## config.mk

```make
export PLATFORM = sky130hd
export DESIGN_NAME = scan_frame_ctrl
export DESIGN_NICKNAME = d
export VERILOG_FILES = /design/src/rtl/scan_frame_ctrl.sv
export SDC_FILE = /design/constraint.sdc
export NUM_CORES = 1
export LEC_CHECK = 0
export CAP_MARGIN = 5
export CORE_MARGIN = 4
export CORE_UTILIZATION = 40
export CTS_BUF_LIST = sky130_fd_sc_hd__clkbuf_4
export DETAILED_ROUTE_END_ITERATION = 8
export DONT_BUFFER_PORTS = 1
export GPL_TIMING_DRIVEN = 0
export RECOVER_POWER = 50
export SYNTH_ARGS = -nofsm -noshare
export SYNTH_HDL_FRONTEND = slang
export SYNTH_SLANG_ARGS = --single-unit
```

## constraint.sdc

```tcl
create_clock -name clk -period 2.1 [get_ports clk]
set_input_delay 0.42 -clock clk [delete_from_list [all_inputs] [get_ports clk]]
set_output_delay 0.42 -clock clk [all_outputs]
set_load 0.02 [all_outputs]
```

## src/rtl/scan_frame_ctrl.sv

```systemverilog
// Scanner revolution-lock tracker, config shadowing and frame handshake.
// Optional revolution watchdog enabled by defining SCAN_FRAME_CTRL_TIMEOUT_EN.
module scan_frame_ctrl #(
    parameter int unsigned PTS_PER_REV = 1081,
    parameter int unsigned STABLE_REVS = 3,
    parameter logic [23:0] TIMEOUT_CYC = 24'd10_000_000
) (
    input  logic        clk,
    input  logic        rst_n,
    input  logic        zero_flag,
    input  logic        point_valid,
    input  logic        cfg_wr,
    input  logic [15:0] cfg_angle_offset,
    input  logic [7:0]  cfg_min_dist,
    input  logic        cycle_enable,
    output logic [15:0] angle_offset,
    output logic [7:0]  min_display_distance,
    output logic        frame_req,
    input  logic        frame_ack,
    output logic [15:0] frame_id,
    output logic        stable,
    output logic [1:0]  err_code
);

    localparam int unsigned PCNT_W = 12;
    localparam int unsigned GCNT_W = (STABLE_REVS < 2) ? 1 : $clog2(STABLE_REVS + 1);
    localparam int unsigned ID_W   = 16;
    localparam int unsigned OFF_W  = 16;
    localparam int unsigned DIST_W = 8;
    localparam int unsigned ERR_W  = 2;

    localparam logic [PCNT_W-1:0] PCNT_MAX    = '1;
    localparam logic [ERR_W-1:0]  ERR_NONE    = 2'd0;
    localparam logic [ERR_W-1:0]  ERR_BADREV  = 2'd1;
    localparam logic [ERR_W-1:0]  ERR_TIMEOUT = 2'd2;
    localparam logic [ERR_W-1:0]  ERR_OVERRUN = 2'd3;

    // Elaboration-time parameter sanity
    if (PTS_PER_REV == 0 || PTS_PER_REV > 4094) begin : g_bad_pts
        $error("PTS_PER_REV out of range for 12-bit point counter");
    end
    if (STABLE_REVS == 0) begin : g_bad_revs
        $error("STABLE_REVS must be at least 1");
    end
    if (TIMEOUT_CYC == 24'd0) begin : g_bad_timeout
        $error("TIMEOUT_CYC must be nonzero");
    end

    typedef enum logic [3:0] {
        S_INIT    = 4'b0001,
        S_MEASURE = 4'b0010,
        S_RUN     = 4'b0100,
        S_FAULT   = 4'b1000
    } state_e;

    state_e              state_q, state_d;
    logic [PCNT_W-1:0]   pt_cnt_q, pt_cnt_d;
    logic [GCNT_W-1:0]   good_q, good_d, good_inc_c;
    logic [ERR_W-1:0]    err_q, err_d;
    logic                frame_req_q, frame_req_d;
    logic [ID_W-1:0]     frame_id_q, frame_id_d;
    logic                stable_q;
    logic                cyc_en_q;
    logic [OFF_W-1:0]    shadow_off_q, angle_off_q;
    logic [DIST_W-1:0]   shadow_dist_q, dist_q;
    logic                rev_good_c, fall_c, wdog_hit_c;

`ifdef SCAN_FRAME_CTRL_TIMEOUT_EN
    logic [23:0] wdog_q;

    // Cycles since the last revolution index; saturates instead of wrapping
    always_ff @(posedge clk or negedge rst_n) begin
        if (!rst_n) begin
            wdog_q <= '0;
        end else if (zero_flag || state_q == S_INIT) begin
            wdog_q <= '0;
        end else if (wdog_q != '1) begin
            wdog_q <= wdog_q + 24'd1;
        end
    end

    assign wdog_hit_c = (wdog_q >= TIMEOUT_CYC);
`else
    assign wdog_hit_c = 1'b0;
`endif

    assign rev_good_c = (pt_cnt_q == PCNT_W'(PTS_PER_REV));
    assign fall_c     = cyc_en_q && !cycle_enable;
    assign good_inc_c = good_q + GCNT_W'(1);

    always_comb begin
        state_d     = state_q;
        pt_cnt_d    = pt_cnt_q;
        good_d      = good_q;
        err_d       = err_q;
        frame_req_d = frame_req_q;
        frame_id_d  = frame_id_q;

        // A point coincident with the index is the first point of the new revolution
        if (zero_flag) begin
            pt_cnt_d = PCNT_W'(point_valid);
        end else if (point_valid && pt_cnt_q != PCNT_MAX) begin
            pt_cnt_d = pt_cnt_q + PCNT_W'(1);
        end

        unique case (state_q)
            S_INIT: begin
                if (zero_flag) begin
                    state_d = S_MEASURE;
                    good_d  = '0;
                end
            end
            S_MEASURE: begin
                if (wdog_hit_c) begin
                    state_d = S_FAULT;
                    err_d   = ERR_TIMEOUT;
                end else if (zero_flag) begin
                    if (rev_good_c) begin
                        good_d = good_inc_c;
                        if (good_inc_c == GCNT_W'(STABLE_REVS)) begin
                            state_d = S_RUN;
                        end
                    end else begin
                        good_d = '0;
                        err_d  = ERR_BADREV;
                    end
                end
            end
            S_RUN: begin
                if (wdog_hit_c) begin
                    state_d = S_FAULT;
                    err_d   = ERR_TIMEOUT;
                end else if (zero_flag) begin
                    if (rev_good_c) begin
                        err_d = ERR_NONE;
                    end else begin
                        state_d = S_MEASURE;
                        good_d  = '0;
                        err_d   = ERR_BADREV;
                    end
                end
            end
            S_FAULT: begin
                if (zero_flag) begin
                    state_d = S_INIT;
                    good_d  = '0;
                end
            end
            default: begin
                state_d = S_INIT;
                good_d  = '0;
            end
        endcase

        if (frame_req_q && frame_ack) begin
            frame_req_d = 1'b0;
        end

        // Frames complete only while remaining in RUN; an unacked request drops the new frame
        if (state_q == S_RUN && state_d == S_RUN && fall_c) begin
            if (frame_req_q && !frame_ack) begin
                err_d = ERR_OVERRUN;
            end else begin
                frame_id_d  = frame_id_q + ID_W'(1);
                frame_req_d = 1'b1;
            end
        end

        if (state_d != S_RUN) begin
            frame_req_d = 1'b0;
        end
    end

    always_ff @(posedge clk or negedge rst_n) begin
        if (!rst_n) begin
            state_q     <= S_INIT;
            pt_cnt_q    <= '0;
            good_q      <= '0;
            err_q       <= ERR_NONE;
            frame_req_q <= 1'b0;
            frame_id_q  <= '0;
            stable_q    <= 1'b0;
            cyc_en_q    <= 1'b0;
        end else begin
            state_q     <= state_d;
            pt_cnt_q    <= pt_cnt_d;
            good_q      <= good_d;
            err_q       <= err_d;
            frame_req_q <= frame_req_d;
            frame_id_q  <= frame_id_d;
            stable_q    <= (state_d == S_RUN);
            cyc_en_q    <= cycle_enable;
        end
    end

    // Host config is shadowed and applied only at a revolution boundary
    always_ff @(posedge clk or negedge rst_n) begin
        if (!rst_n) begin
            shadow_off_q  <= '0;
            shadow_dist_q <= '0;
            angle_off_q   <= '0;
            dist_q        <= '0;
        end else begin
            if (zero_flag) begin
                angle_off_q <= shadow_off_q;
                dist_q      <= shadow_dist_q;
            end
            if (cfg_wr) begin
                shadow_off_q  <= cfg_angle_offset;
                shadow_dist_q <= cfg_min_dist;
            end
        end
    end

    assign angle_offset         = angle_off_q;
    assign min_display_distance = dist_q;
    assign frame_req            = frame_req_q;
    assign frame_id             = frame_id_q;
    assign stable               = stable_q;
    assign err_code             = err_q;

endmodule
```

Word-level counts from Yosys, hierarchy flattened
Cells that the tools add are included.
{ "word_totals": {"register_bits": 87, "latchBits": 0, "mem_bits_rw": 0, "mem_bits_ro": 0, "out_inout_bits": 44, "mem_count": 0} }
{ "op_classes": {"addsub": 3, "n_mul": 0, "div": 0, "magnitude_cmp": 0, "eq_ne": 13, "n_shift": 0, "n_mux": 27, "n_bitwise": 1, "n_reduce_logical": 12} }
{ "ops": {"columns": ["op", "n"], "rows": [
  ["$mux W4", 7],
  ["$mux W12", 2],
  ["$mux W2", 10],
  ["$add A16 B1 Y16 const B", 1],
  ["$pmux W4 S4", 1],
  ["$add A12 B1 Y12 const B", 1],
  ["$eq A12 B11 Y1 const B", 1],
  ["$ne A12 B12 Y1 const B", 1],
  ["$eq A4 B3 Y1 const B", 2],
  ["$logic_and A1 B1 Y1", 6],
  ["$ne A2 B2 Y1 const B", 3],
  ["$pmux W2 S3", 1],
  ["$mux W1", 5],
  ["$eq A4 B1 Y1 const B", 1],
  ["$eq A4 B2 Y1 const B", 1],
  ["$eq A4 B4 Y1 const B", 1],
  ["$ne A4 B3 Y1 const B", 1],
  ["$pmux W2 S2", 1],
  ["$reduce_and A4 Y1", 1],
  ["$add A2 B1 Y2 const B", 1],
  ["$eq A2 B2 Y1 const B", 1],
  ["$logic_not A1 Y1", 2],
  ["$ne A2 B1 Y1 const B", 1],
  ["$reduce_and A2 Y1", 1],
  ["3 further kinds", 3]
]} }

Depth between registers and ports, before layout
{ "depth": {"word_depth": 11, "mapped_depth": 7, "mapped_depth_nobuf": 6} }

Least setup slack after synthesis
No wires, ideal clock.
{ "synth_path": {"kind": "register to register", "from": "reg state_q[0]", "to": "reg frame_id_q[12] (netlist: frame_id[12])", "arrival_ps": 1948, "setup_slack_ps": 73, "path_stages_with_launch": 7, "n_path_buf": 2, "synth_period_minus_slack_ps": 2027, "path_cell_list": "dfstp_2 buf_6 or4b_4 or3_1 buf_6 nor4_2 xor2_1"} }
{ "synth_via": {"elab_chain_len": 8} }
{ "synth_rtl": {"columns": ["element", "line_no", "rtl"], "rows": [
  ["start: declaration", "56", "state_e state_q, state_d;"],
  ["start signal: assignment", "185", "state_q <= state_d;"],
  ["$mux W4", "120", "if (good_inc_c == GCNT_W'(STABLE_REVS)) begin"],
  ["$mux W4", "118", "if (rev_good_c) begin"],
  ["$mux W4", "117", "end else if (zero_flag) begin"],
  ["$pmux W4 S4", "106", "unique case (state_q)"],
  ["$eq A4 B3 Y1", "160", "if (state_q == S_RUN && state_d == S_RUN && fall_c) begin"],
  ["$logic_and A1 B1 Y1 * (2 in a row)", "160", null],
  ["$reduce_and A2 Y1 (no line) *", null, null],
  ["end signal: assignment", "190", "frame_id_q <= frame_id_d;"],
  ["end: declaration", "61", "logic [ID_W-1:0] frame_id_q, frame_id_d;"]
]} }
Every way passes the cells marked *; elsewhere a longest branch is shown, timed or not.
A chain may end at the register's enable or synchronous reset.

Worst setup path after layout
{ "layout_path": {"from": "reg state_q[0]", "to": "reg frame_id_q[8] (netlist: frame_id[8])"} }
The elaborated chain is that of the path after synthesis.

==> results.yml <==
timing:
  finalMaxSlewViolations: 0
  rsz0062_at_grt: "yes"
  worst_slew_pin_slew_ns: 0.7681
  hold_viol: 87
  whs_ns: -0.3475
  max_slew_margin_pct: 48.07
  finClkSkew_ns: 0.01367
  period_share_pct: 97.44
  fin_crit_ns: 2.046
  fmax_mhz: 488.7
  setup_violations: 0
floorplan:
  fp-row-count: 35
  chipHeight_um: 106.7
  die_area_um2: 11390
  io_pins: 75
  coreArea_um2: 9371
  start_util_pct: 41.62
  die_width_um: 106.7
clocking:
  holdBufCountCts: 1
  cts_buffer_depth: 2
  cts_tree: "done"
  root_buffer: "clkbuf_4"
  cts_num_sinks: 87
  cts_buffers: 9
  path_clk_slew_ns: 0.15
  h-tree-depth: 3
  clk_latency_ns: 0.44
placement:
  placed_cells: 436
  placed_cell_area_um2: 4061
  gp_congestion: 0.8046
  dpl.hpwl_um: 5162
  port_buffers: 0
global_routing:
  grt_max_degree: 88
  grt_pass1_wl_um: 12540
  grt_pass1_vias: 2520
  grt_remaining_overflow: 0
  antenna_found_initial: 0
  grt_usage_pct: 13.81
drt:
  wire_per_inst_um: 16.58
  initialDrtViolationCount: 136
  vias: 2527
  viasPerCell: 5.530
  drc: 0
  final_antenna_net_count: 0
  routed_wl_um: 7578
  firstDrtPassIters: 4
yosys:
  synthTopCellsByCount: "dfrtp_1, mux2_2, nand3_1, nor2_1"
  syn_nets: 342
  synth_edf_count: 0
  synth_cell_types: 50
  synth_top_flop_cell: "dfrtp_1"
  yosysMostFrequentCell: "dfrtp_1"
  ys_seq_area_share_pct: 55.85
  synth_top_area_share_pct: 55.18
  netlist_area_um2: 3900
  synth_top_cell_by_area: "dfrtp_1"
  syn_area_per_cell_um2: 12.70
  synth_cells: 307
  yosysWarnings: 0
  synth-seq-cells: 87
  yosys-top-cells-area: "dfrtp_1, mux2_2, xnor2_1, nand3_1, xor2_1"
  synth-async-reset-ratio_pct: 100.0
cells_and_area:
  n_antenna_cell: 0
  nets: 358
  multi_input_area_um2: 1702
  drive_above_1_share_pct: 27.44
  design_area_um2: 4294
  seqCellArea_um2: 2180
  fillCellCount: 895
  final_cells: 457
  areaGrowthSynthToFinish_pct: 10.11
critical_path:
  regToRegSetupSlack_ns: 0.05
  cp-end-kind: "flip-flop"
  worstSetupStartpointType: "flip-flop"
  crit_fanout: 10
  cp.arrival_ns: 2.40
  path_class: "flip-flop to flip-flop"
  crit_required_ns: 2.46
min_path:
  hold_path.class: "input pin to asynchronous set/reset pin"
power:
  peakVddDrop_v: 0.0004217
  p_leak_nw: 1.801
  power.density_nw_per_um2: 770.2
status:
  violations: "negative hold slack"
  status: "complete, but fails checks"
flow_run:
  cap_violations: 0
==> cell usage in the layout (no fill, tap or decap), types with 3 or more instances in the layout <==
cell type   n
a21oi_1     6
ha_1        4
and4_1      6
o21ai_0     4
nor4_4      3
nor3_1      4
clkbuf_1    9
nand2_1    10
a211oi_1    5
nand3_1    14
xnor2_1    10
buf_4       4
and3_1      9
nand2b_1    4
nor2b_1     7
xor2_1      7
a2111oi_0   3
nor2_1     12
inv_1       5
inv_6       3
nand4_1     8
clkbuf_4    9
mux2_2     51
dfrtp_1    85
==> flip-flops by register name, indices dropped and copies added, names as in the netlist, 2 cells and up <==
register,count
angle_offset,16
err_code,2
frame_id,16
good_q,2
min_display_distance,8
pt_cnt_q,12
shadow_dist_q,8
shadow_off_q,16
state_q,4
==> stage by stage <==
stage | power, mW | setup TNS, ns | util (%) | worst slack, ns
finish | 3.307 | 0 | 45.82 | 0.05368
global route | 3.497 | -0.09751 | 45.82 | -0.03921
CTS | 3.364 | -0.008754 | 45.30 | -0.004484
detailed placement | 2.418 | -2.216 | 43.34 | -0.3030
global placement | 2.399 | -1.951 | 43.34 | -0.2713
floorplan | 2.325 | 0 | - | 0.07272
==> worst max-delay path, cell delays in order, from the launching register on <==
cell and delay (ns):
dfstp_2 0.40, buf_6 0.13, or4b_4 0.52, or3_4 0.47
nor4_4 0.28, xor2_1 0.17
==> per-layer routing <==
layer,vias to the layer above,part of all wire [%],track usage [%]
li1,1176,-,-
met4,0,1.3,5.662
met5,-,0,0
met1,1244,42,16.28
met3,8,11,6.803
met2,99,46,21.49
==> path summary, 6_finish.rpt <==
check                                       startpoint  depth (start not counted)                                  end
setup / recovery                  state_q[0]$_DFF_PN1_                          5              frame_id[8]$_DFFE_PN0P_
hold / removal                                   rst_n                          0  min_display_distance[6]$_DFFE_PN0P_
setup reg to reg                  state_q[0]$_DFF_PN1_                          5              frame_id[8]$_DFFE_PN0P_
hold reg to reg            shadow_off_q[0]$_DFFE_PN0P_                          1          angle_offset[0]$_DFFE_PN0P_
max in group asynchronous                        rst_n                          0                 state_q[0]$_DFF_PN1_
min in group clk                  cfg_angle_offset[15]                          1         shadow_off_q[15]$_DFFE_PN0P_
==> where the power goes <==
part | switching [mW] | total, mW | internal, mW
clock | 0.630 | 0.901 | 0.272
sequential | 0.189 | 2.02 | 1.83
combinational | 0.178 | 0.388 | 0.210
total | 0.997 | 3.31 | 2.31
==> what timing repair did <==
| action | in CTS | in global routing |
|---|---|---|
| setup endpoints to repair | 10 | 15 |
| resized for setup | 5 | 7 |
| hold endpoints to repair | 88 | 87 |
| pin swaps | 4 | 2 |
| setup buffers | 3 | 2 |
==> cells by family (layout without fill, tap and decap cells) <==
| logic type | Yosys count | in the layout | synth area share (%) |
|---|---|---|---|
| and+or+nand+nor | 94 | 94 | 15.34 |
| adders and majority gates | 4 | 4 | 1.283 |
| muxes | 51 | 51 | 14.73 |
| buffers and inverters | 18 | 39 | 2.117 |
| DFF | 87 | 87 | 55.86 |
| AOI/OAI and AO/OA | 36 | 36 | 6.866 |
| xor gates and xnor gates | 17 | 17 | 3.818 |
==> area by class of cell <==
class | count | area share [%]
inverters | 6 | 0.5245
clock buffers | 9 | 1.573
clock inverters | 7 | 1.428
flip-flops and latches | 87 | 50.76
well taps | 129 | 3.759
multi-input cells | 202 | 39.63
plain buffers | 11 | 1.136
repair buffers | 6 | 1.195
Power figures use the tool's default switching activity.
